<file path="config.mk">
export PLATFORM = sky130hd
export DESIGN_NAME = mem_arbiter
export DESIGN_NICKNAME = d
export VERILOG_FILES = /design/src/rtl/mem_arbiter.sv
export SDC_FILE = /design/constraint.sdc
export NUM_CORES = 1
export LEC_CHECK = 0
export CAP_MARGIN = 5
export CORE_AREA = 4 4 80 82
export DETAILED_ROUTE_END_ITERATION = 8
export DIE_AREA = 0 0 84 86
export PLACE_DENSITY = 0.84
export SYNTH_ARGS = -nofsm -noshare
export SYNTH_HDL_FRONTEND = slang
export SYNTH_SLANG_ARGS = --single-unit
</file>
<file path="constraint.sdc">
create_clock -name clk -period 3.6 [get_ports clk]
set_clock_uncertainty 0.1 [all_clocks]
set_input_delay 0.36 -clock clk [delete_from_list [all_inputs] [get_ports clk]]
set_output_delay 0.36 -clock clk [all_outputs]
set_load 0.01 [all_outputs]
</file>
<file path="src/rtl/mem_arbiter.sv">
// mem_arbiter: round-robin arbiter between NCORES core load/store ports and
// one shared single-port data memory.
//
// Handshake: a core raises core_req[i] with core_we/core_addr/core_wdata and
// holds all of them until core_ack[i] pulses for one cycle. A granted command
// appears on the registered mem_* outputs the cycle after the grant. The ack
// (with load data taken straight from mem_dout) follows one cycle later, so a
// core that wins at once sees its ack two cycles after raising core_req. While
// a core is busy, its request lines are not looked at. A core may issue again
// in the cycle right after its ack.
//
// Optional feature macro: MEM_ARB_ADDR_CHECK_EN adds core_err and suppresses
// the memory strobe for addresses at or above 2^LMEM.
module mem_arbiter #(
  parameter int NCORES = 2,
  parameter int TAM    = 16,
  parameter int LMEM   = 8
) (
  input  logic                  clk,
  input  logic                  rst,
  input  logic [NCORES-1:0]     core_req,
  input  logic [NCORES-1:0]     core_we,
  input  logic [NCORES*TAM-1:0] core_addr,
  input  logic [NCORES*TAM-1:0] core_wdata,
  output logic [NCORES-1:0]     core_ack,
  output logic [NCORES*TAM-1:0] core_rdata,
`ifdef MEM_ARB_ADDR_CHECK_EN
  output logic [NCORES-1:0]     core_err,
`endif
  output logic [TAM-1:0]        mem_addr,
  output logic [TAM-1:0]        mem_din,
  output logic                  mem_write,
  output logic                  mem_load,
  input  logic [TAM-1:0]        mem_dout
);

  localparam int IDW = (NCORES > 1) ? $clog2(NCORES) : 1;

`ifdef MEM_ARB_ADDR_CHECK_EN
  localparam bit ADDR_CHECK = 1'b1;
`else
  localparam bit ADDR_CHECK = 1'b0;
`endif

  logic [NCORES-1:0] busy;
  logic [NCORES-1:0] elig;
  logic [NCORES-1:0] set_mask;
  logic [NCORES-1:0] clr_mask;
  logic [IDW-1:0]    rr;
  logic [IDW-1:0]    rr_next;
  logic [IDW-1:0]    cand;
  logic [IDW-1:0]    win_id;
  logic              win_found;
  logic              win_we;
  logic              win_err;
  logic [TAM-1:0]    win_addr;
  logic [TAM-1:0]    win_wdata;

  // Stage 1 tracks the command sitting at the memory, stage 2 the one whose
  // read data is on mem_dout this cycle.
  logic              s1_valid;
  logic [IDW-1:0]    s1_id;
  logic              s1_we;
  logic              s1_err;
  logic              s2_valid;
  logic [IDW-1:0]    s2_id;
  logic              s2_we;
  logic              s2_err;

  // Round-robin scan for the first eligible core starting at rr.
  always_comb begin
    elig      = core_req & ~busy;
    win_found = 1'b0;
    win_id    = '0;
    cand      = '0;
    for (int k = 0; k < NCORES; k++) begin
      cand = IDW'((int'(rr) + k) % NCORES);
      if (!win_found && elig[cand]) begin
        win_found = 1'b1;
        win_id    = cand;
      end
    end
    win_addr  = core_addr[win_id*TAM +: TAM];
    win_wdata = core_wdata[win_id*TAM +: TAM];
    win_we    = core_we[win_id];
    win_err   = ADDR_CHECK && ((win_addr >> LMEM) != '0);
    rr_next   = IDW'((int'(win_id) + 1) % NCORES);
    set_mask  = win_found ? (NCORES'(1) << win_id) : '0;
    clr_mask  = s2_valid ? (NCORES'(1) << s2_id) : '0;
  end

  // Issue the winner to memory, advance the pointer and the response pipeline.
  always_ff @(posedge clk or negedge rst) begin
    if (!rst) begin
      busy      <= '0;
      rr        <= '0;
      mem_addr  <= '0;
      mem_din   <= '0;
      mem_write <= 1'b0;
      mem_load  <= 1'b0;
      s1_valid  <= 1'b0;
      s1_id     <= '0;
      s1_we     <= 1'b0;
      s1_err    <= 1'b0;
      s2_valid  <= 1'b0;
      s2_id     <= '0;
      s2_we     <= 1'b0;
      s2_err    <= 1'b0;
    end else begin
      busy     <= (busy & ~clr_mask) | set_mask;
      s2_valid <= s1_valid;
      s2_id    <= s1_id;
      s2_we    <= s1_we;
      s2_err   <= s1_err;
      if (win_found) begin
        mem_addr  <= win_addr;
        mem_din   <= win_wdata;
        mem_write <= win_we & ~win_err;
        mem_load  <= ~win_we & ~win_err;
        rr        <= rr_next;
        s1_valid  <= 1'b1;
        s1_id     <= win_id;
        s1_we     <= win_we;
        s1_err    <= win_err;
      end else begin
        mem_write <= 1'b0;
        mem_load  <= 1'b0;
        s1_valid  <= 1'b0;
      end
    end
  end

  // Decode the stage-2 entry into the per-core ack and load data.
  always_comb begin
    core_ack   = '0;
    core_rdata = '0;
    if (s2_valid) core_ack[s2_id] = 1'b1;
    for (int i = 0; i < NCORES; i++) begin
      if (core_ack[i] && !s2_we && !s2_err) core_rdata[i*TAM +: TAM] = mem_dout;
    end
  end

`ifdef MEM_ARB_ADDR_CHECK_EN
  // Out-of-range access completes with an error flag instead of data.
  always_comb begin
    core_err = '0;
    if (s2_valid && s2_err) core_err[s2_id] = 1'b1;
  end
`endif

endmodule
</file>
### Yosys cells after proc, flatten, opt, wreduce, memory -nomap -nowiden

Cells that the tools add are included.

| word-level totals | value |
|---|---|
| flip-flop bits (word level) | 43 |
| input bits | 86 |
| memories | 0 |
| output and inout port bits | 68 |
| memory bits (read-only) | 0 |
| bits in latches | 0 |
| word-level logic and storage cells | 55 |
| RAM bits | 0 |

| operators by class | value |
|---|---|
| equal/unequal tests | 0 |
| bitwise logic cells | 6 |
| magnitude comparators | 5 |
| divide/modulo/power cells | 0 |
| reductions and logical operators | 6 |
| $mul | 0 |
| multiplexer cells | 20 |
| add/subtract/negate cells | 2 |
| shifts and indexed selects | 4 |

Operators by type and width:

| kind | count |
|---|---|
| indexed part select 32 x 6 -> 16 bit | 2 |
| two-way mux 16 bit | 2 |
| two-way mux 1 bit | 14 |
| less-than comparator 1 x 2 -> 1 bit, second input constant | 4 |
| two-way mux 2 bit | 3 |
| bitwise AND 2 bit | 2 |
| logical AND 1 bit | 4 |
| inverter 2 bit | 2 |
| left shift 1 x 1 -> 2 bit, first input constant | 2 |
| adder 1 bit, second input constant | 2 |
| zero test 1 bit | 2 |
| bitwise OR 2 bit | 1 |
| demux 1 bit (select 1 bit) | 1 |
| greater-or-equal comparator 1 bit, second input constant | 1 |
| inverter 1 bit | 1 |

### Logic depth before layout (Yosys ltp)

| depth | value |
|---|---|
| depth after elaboration | 12 |
| gate-level depth with buffers | 4 |

### Worst setup path before layout

Ideal clock, no wire load.

| path | value |
|---|---|
| path kind | reg-to-output |
| start | register s2_id |
| end | output core_rdata[10] |
| data arrival time | 1.118 ns |
| cell stages (with the launch flop) | 5 |
| setup slack | 2.022 ns |
| path buffers | 1 |
| cell sequence | dfrtp_1 > nand2b_1 > nor2_1 > clkbuf_1 > and2_1 |

| on the way | value |
|---|---|
| longest elaborated chain between the ends | 7 |
| elaborated cells between the ends (all ways) | 8 |
| classes of those cells | order compare: 2; mux: 4; reduce/logical: 2 |

Ends and longest elaborated chain:

| what | line | source |
|---|---|---|
| start: declaration | 66 | `logic [IDW-1:0] s2_id;` |
| start signal: assignment | 112 | `s2_id <= s1_id;` |
| less-than comparator 1 x 2 -> 1 bit (not written as such) / greater-or-equal comparator 1 bit (equally long branches) | 137 | `if (s2_valid) core_ack[s2_id] = 1'b1;` |
| logical AND 1 bit (not written as such) | 137 |  |
| two-way mux 1 bit (not written as such) | 137 |  |
| demux 1 bit (select 1 bit) (*) | 137 |  |
| two-way mux 2 bit (*) | 137 |  |
| logical AND 1 bit (*) | 139 | `if (core_ack[i] && !s2_we && !s2_err) core_rdata[i*TAM +: TAM] = mem_dout;` |
| two-way mux 16 bit (*) | 139 |  |
| end: declaration | 26 | `output logic [NCORES*TAM-1:0] core_rdata,` |

Every way passes the cells marked *; elsewhere a longest branch is shown, timed or not.

### Final worst setup path

| path | value |
|---|---|
| start | register s2_id |
| end | output core_rdata[0] |

Same word-level chain as after synthesis.

==> flow_metrics.env <==
export IMPL_n_fill_cell=480
export IMPL_arrival_ns=2.25
export IMPL_max_freq_mhz=368
export IMPL_min_path_type="in -> async"
export IMPL_reg2reg_to="mem_addr[13]"
export IMPL_finalSetupViolations=0
export IMPL_grt_pass1_vias=2105
export IMPL_r2r_slack_ns=1.92
export IMPL_htreeDepth=2
export IMPL_synthFlopType="dfrtp_1"
export IMPL_rsz0062_at_grt="false"
export IMPL_viasPerCell=5.12
export IMPL_worstSkewPairLatency_ns=0.30
export IMPL_dieWidth_um=84
export IMPL_syn_area_sq_um=2040
export IMPL_cts_resized=0
export IMPL_io_pins=154
export IMPL_cts_buffers=5
export IMPL_tns_ns=0
export IMPL_synth_edf_count=0
export IMPL_path_clk_slew_ns=0.08
export IMPL_tritoncts="yes"
export IMPL_syn_nets=265
export IMPL_cts_root_buffer="clkbuf_8"
export IMPL_synthCells=179
export IMPL_detail_route_iter0_violations=106
export IMPL_yosys_top_cells_area="dfrtp_1, a221o_1, and3_1"
export IMPL_remaining_drc_errors=0
export IMPL_preCtsSetupSlack_ns=1.19
export IMPL_vias=2075
export IMPL_synth_warning_count=0
export IMPL_mostFrequentLayoutCell="clkdlybuf4s50_1"
export IMPL_ys_seq_elements=43
export IMPL_async_flop_share_pct=100
export IMPL_ys_seq_area_share_pct=52.7
export IMPL_cp_start_kind="register"
export IMPL_drive_gt1_share_pct=5.15
export IMPL_io_buffers=153
export IMPL_area_delta_synth_final_pct=81.1
export IMPL_synth_area_per_cell_sq_um=11.4
export IMPL_antenna_found_initial=0
export IMPL_routed_wl_mm=6.84
export IMPL_initial_utilization_pct=35.5
export IMPL_cts_max_path_buffers=2
export IMPL_finalHoldViolations=0
export IMPL_holdBufCountCts=0
export IMPL_nets=415
export IMPL_worst_slew_margin_rel_pct=37.8
export IMPL_place_detailed_hpwl_mm=5.21
export IMPL_grt_pass1_wl_mm=10.6
export IMPL_grt_overflow=0
export IMPL_rows=28
export IMPL_die_area_sq_um=7220
export IMPL_synth_top_cell_by_area="dfrtp_1"
export IMPL_cp_max_fo=16
export IMPL_period_needed_ns=2.71
export IMPL_whs_ns=0.0939
export IMPL_ys_types=23
export IMPL_reg2reg_depth=4
export IMPL_routedWlPerCell_um=16.9
export IMPL_final_cell_mix="clkdlybuf4s50_1, dfrtp_1, and3_1"
export IMPL_first_pass_iters=4
export IMPL_slew_viol_final=0
export IMPL_post_synth_top_area_fraction_pct=52.7
export IMPL_core_area_sq_um=5750
export IMPL_timing_final_ws_setup_ns=0.885
export IMPL_tightestPinTransition_ns=0.933
export IMPL_drtAntennaViolNets=0
export IMPL_ir_drop_v=0.000319
export IMPL_die_h_um=86
export IMPL_p_leak_nw=1.64
export IMPL_status="finished, final reports clean"
export IMPL_power_density_nw_per_um2=670
export IMPL_post_cts_buffers=0
export IMPL_endpoint_kind="primary output"
export IMPL_r2r_start="rr"
export IMPL_cap_viol_max_count=0
export IMPL_grt_max_degree=44
export IMPL_place_congestion=0.783
export IMPL_path_class="reg -> out"
export IMPL_clock_sinks=43
export IMPL_gr_usage_all_layers_pct=18.5
export IMPL_diodes=0
export IMPL_cp_required_ns=3.14
export IMPL_post_route_period_util_pct=75.4
-- Yosys cell counts, types with 2 or more instances --
master    count
a21o_1        3
a221o_1      32
and2_1       32
and3_1       33
buf_2         3
buf_6         3
clkbuf_1      8
dfrtp_1      43
inv_1         3
nand2b_1      2
nor2_1        5
-- per-stage QoR --
stage          util, %  power, W  cells  area (sq um)
2_1_floorplan        -   0.00148    179          2040
3_3_place_gp      62.9   0.00216    397          3610
3_5_place_dp      62.9   0.00219    397          3610
4_1_cts           64.3   0.00250    405          3700
5_1_grt           64.3   0.00263    405          3700
6_report          64.3   0.00248    405          3700
-- how the worst max path moves through the flow --
stage / endpoint / depth (start not counted) / startpoint / slack, ns
floorplan: core_rdata[10] / 4 / s2_id / 2.02
global route: core_rdata[0] / 4 / s2_id / 0.71
detailed placement: core_rdata[0] / 4 / s2_id / 1.19
finish: core_rdata[0] / 4 / s2_id / 0.89
CTS: core_rdata[0] / 4 / s2_id / 0.86
global placement: core_rdata[0] / 4 / s2_id / 1.33
-- power by group --
group | internal [W] | total [W] | leakage [nW] | switching, W
Combinational | 0.000788 | 0.00134 | 1.06 | 0.000549
Sequential | 0.000714 | 0.000840 | 0.526 | 0.000127
Clock | 0.000133 | 0.000300 | 0.0477 | 0.000167
-- cell type report --
cell class / count / area (sq um) / share of cell area (%)
Multi-Input combinational cell: 119 / 875 / 23.7
Inverter: 3 / 11.3 / 0.305
Clock buffer: 5 / 68.8 / 1.86
Clock inverter: 3 / 15.0 / 0.406
Sequential cell: 43 / 1080 / 29.1
Tap cell: 75 / 93.8 / 2.54
Timing Repair Buffer: 157 / 1560 / 42.1
-- cell families (layout without fill, tap and decap cells) --
group                  count (synthesis)  count (layout)  synth area share (%)
flip-flops                            43              43                  52.7
AO/OA/AOI/OAI                         39              39                  18.0
buffers and inverters                 17             168                  4.41
AND/OR/NAND/NOR                       80              80                  24.8
-- critical path, cell delays in order (launching register included) --
cell and delay [ns]:
dfrtp_1 0.37, nand2b_1 0.18, nor2_1 0.60, and2_1 0.24
clkdlybuf4s50_1 0.57
-- routing by layer --
layer / vias up / wire length, um / track usage, %
met1: 985 / 2720 / 20.6
met2: 113 / 3370 / 33.3
li1: 967 / - / -
met5: - / 0 / 0
met3: 10 / 652 / 6.82
met4: 0 / 102 / 5.56
-- flip-flops by register name, indices dropped and copies added (netlist names) --
signal / count
s2_we: 1
mem_write: 1
mem_load: 1
s1_we: 1
mem_addr: 16
busy: 2
s1_valid: 1
rr: 1
s2_valid: 1
s1_id: 1
s2_id: 1
mem_din: 16
Note: power is estimated with default switching activity, not from simulation.
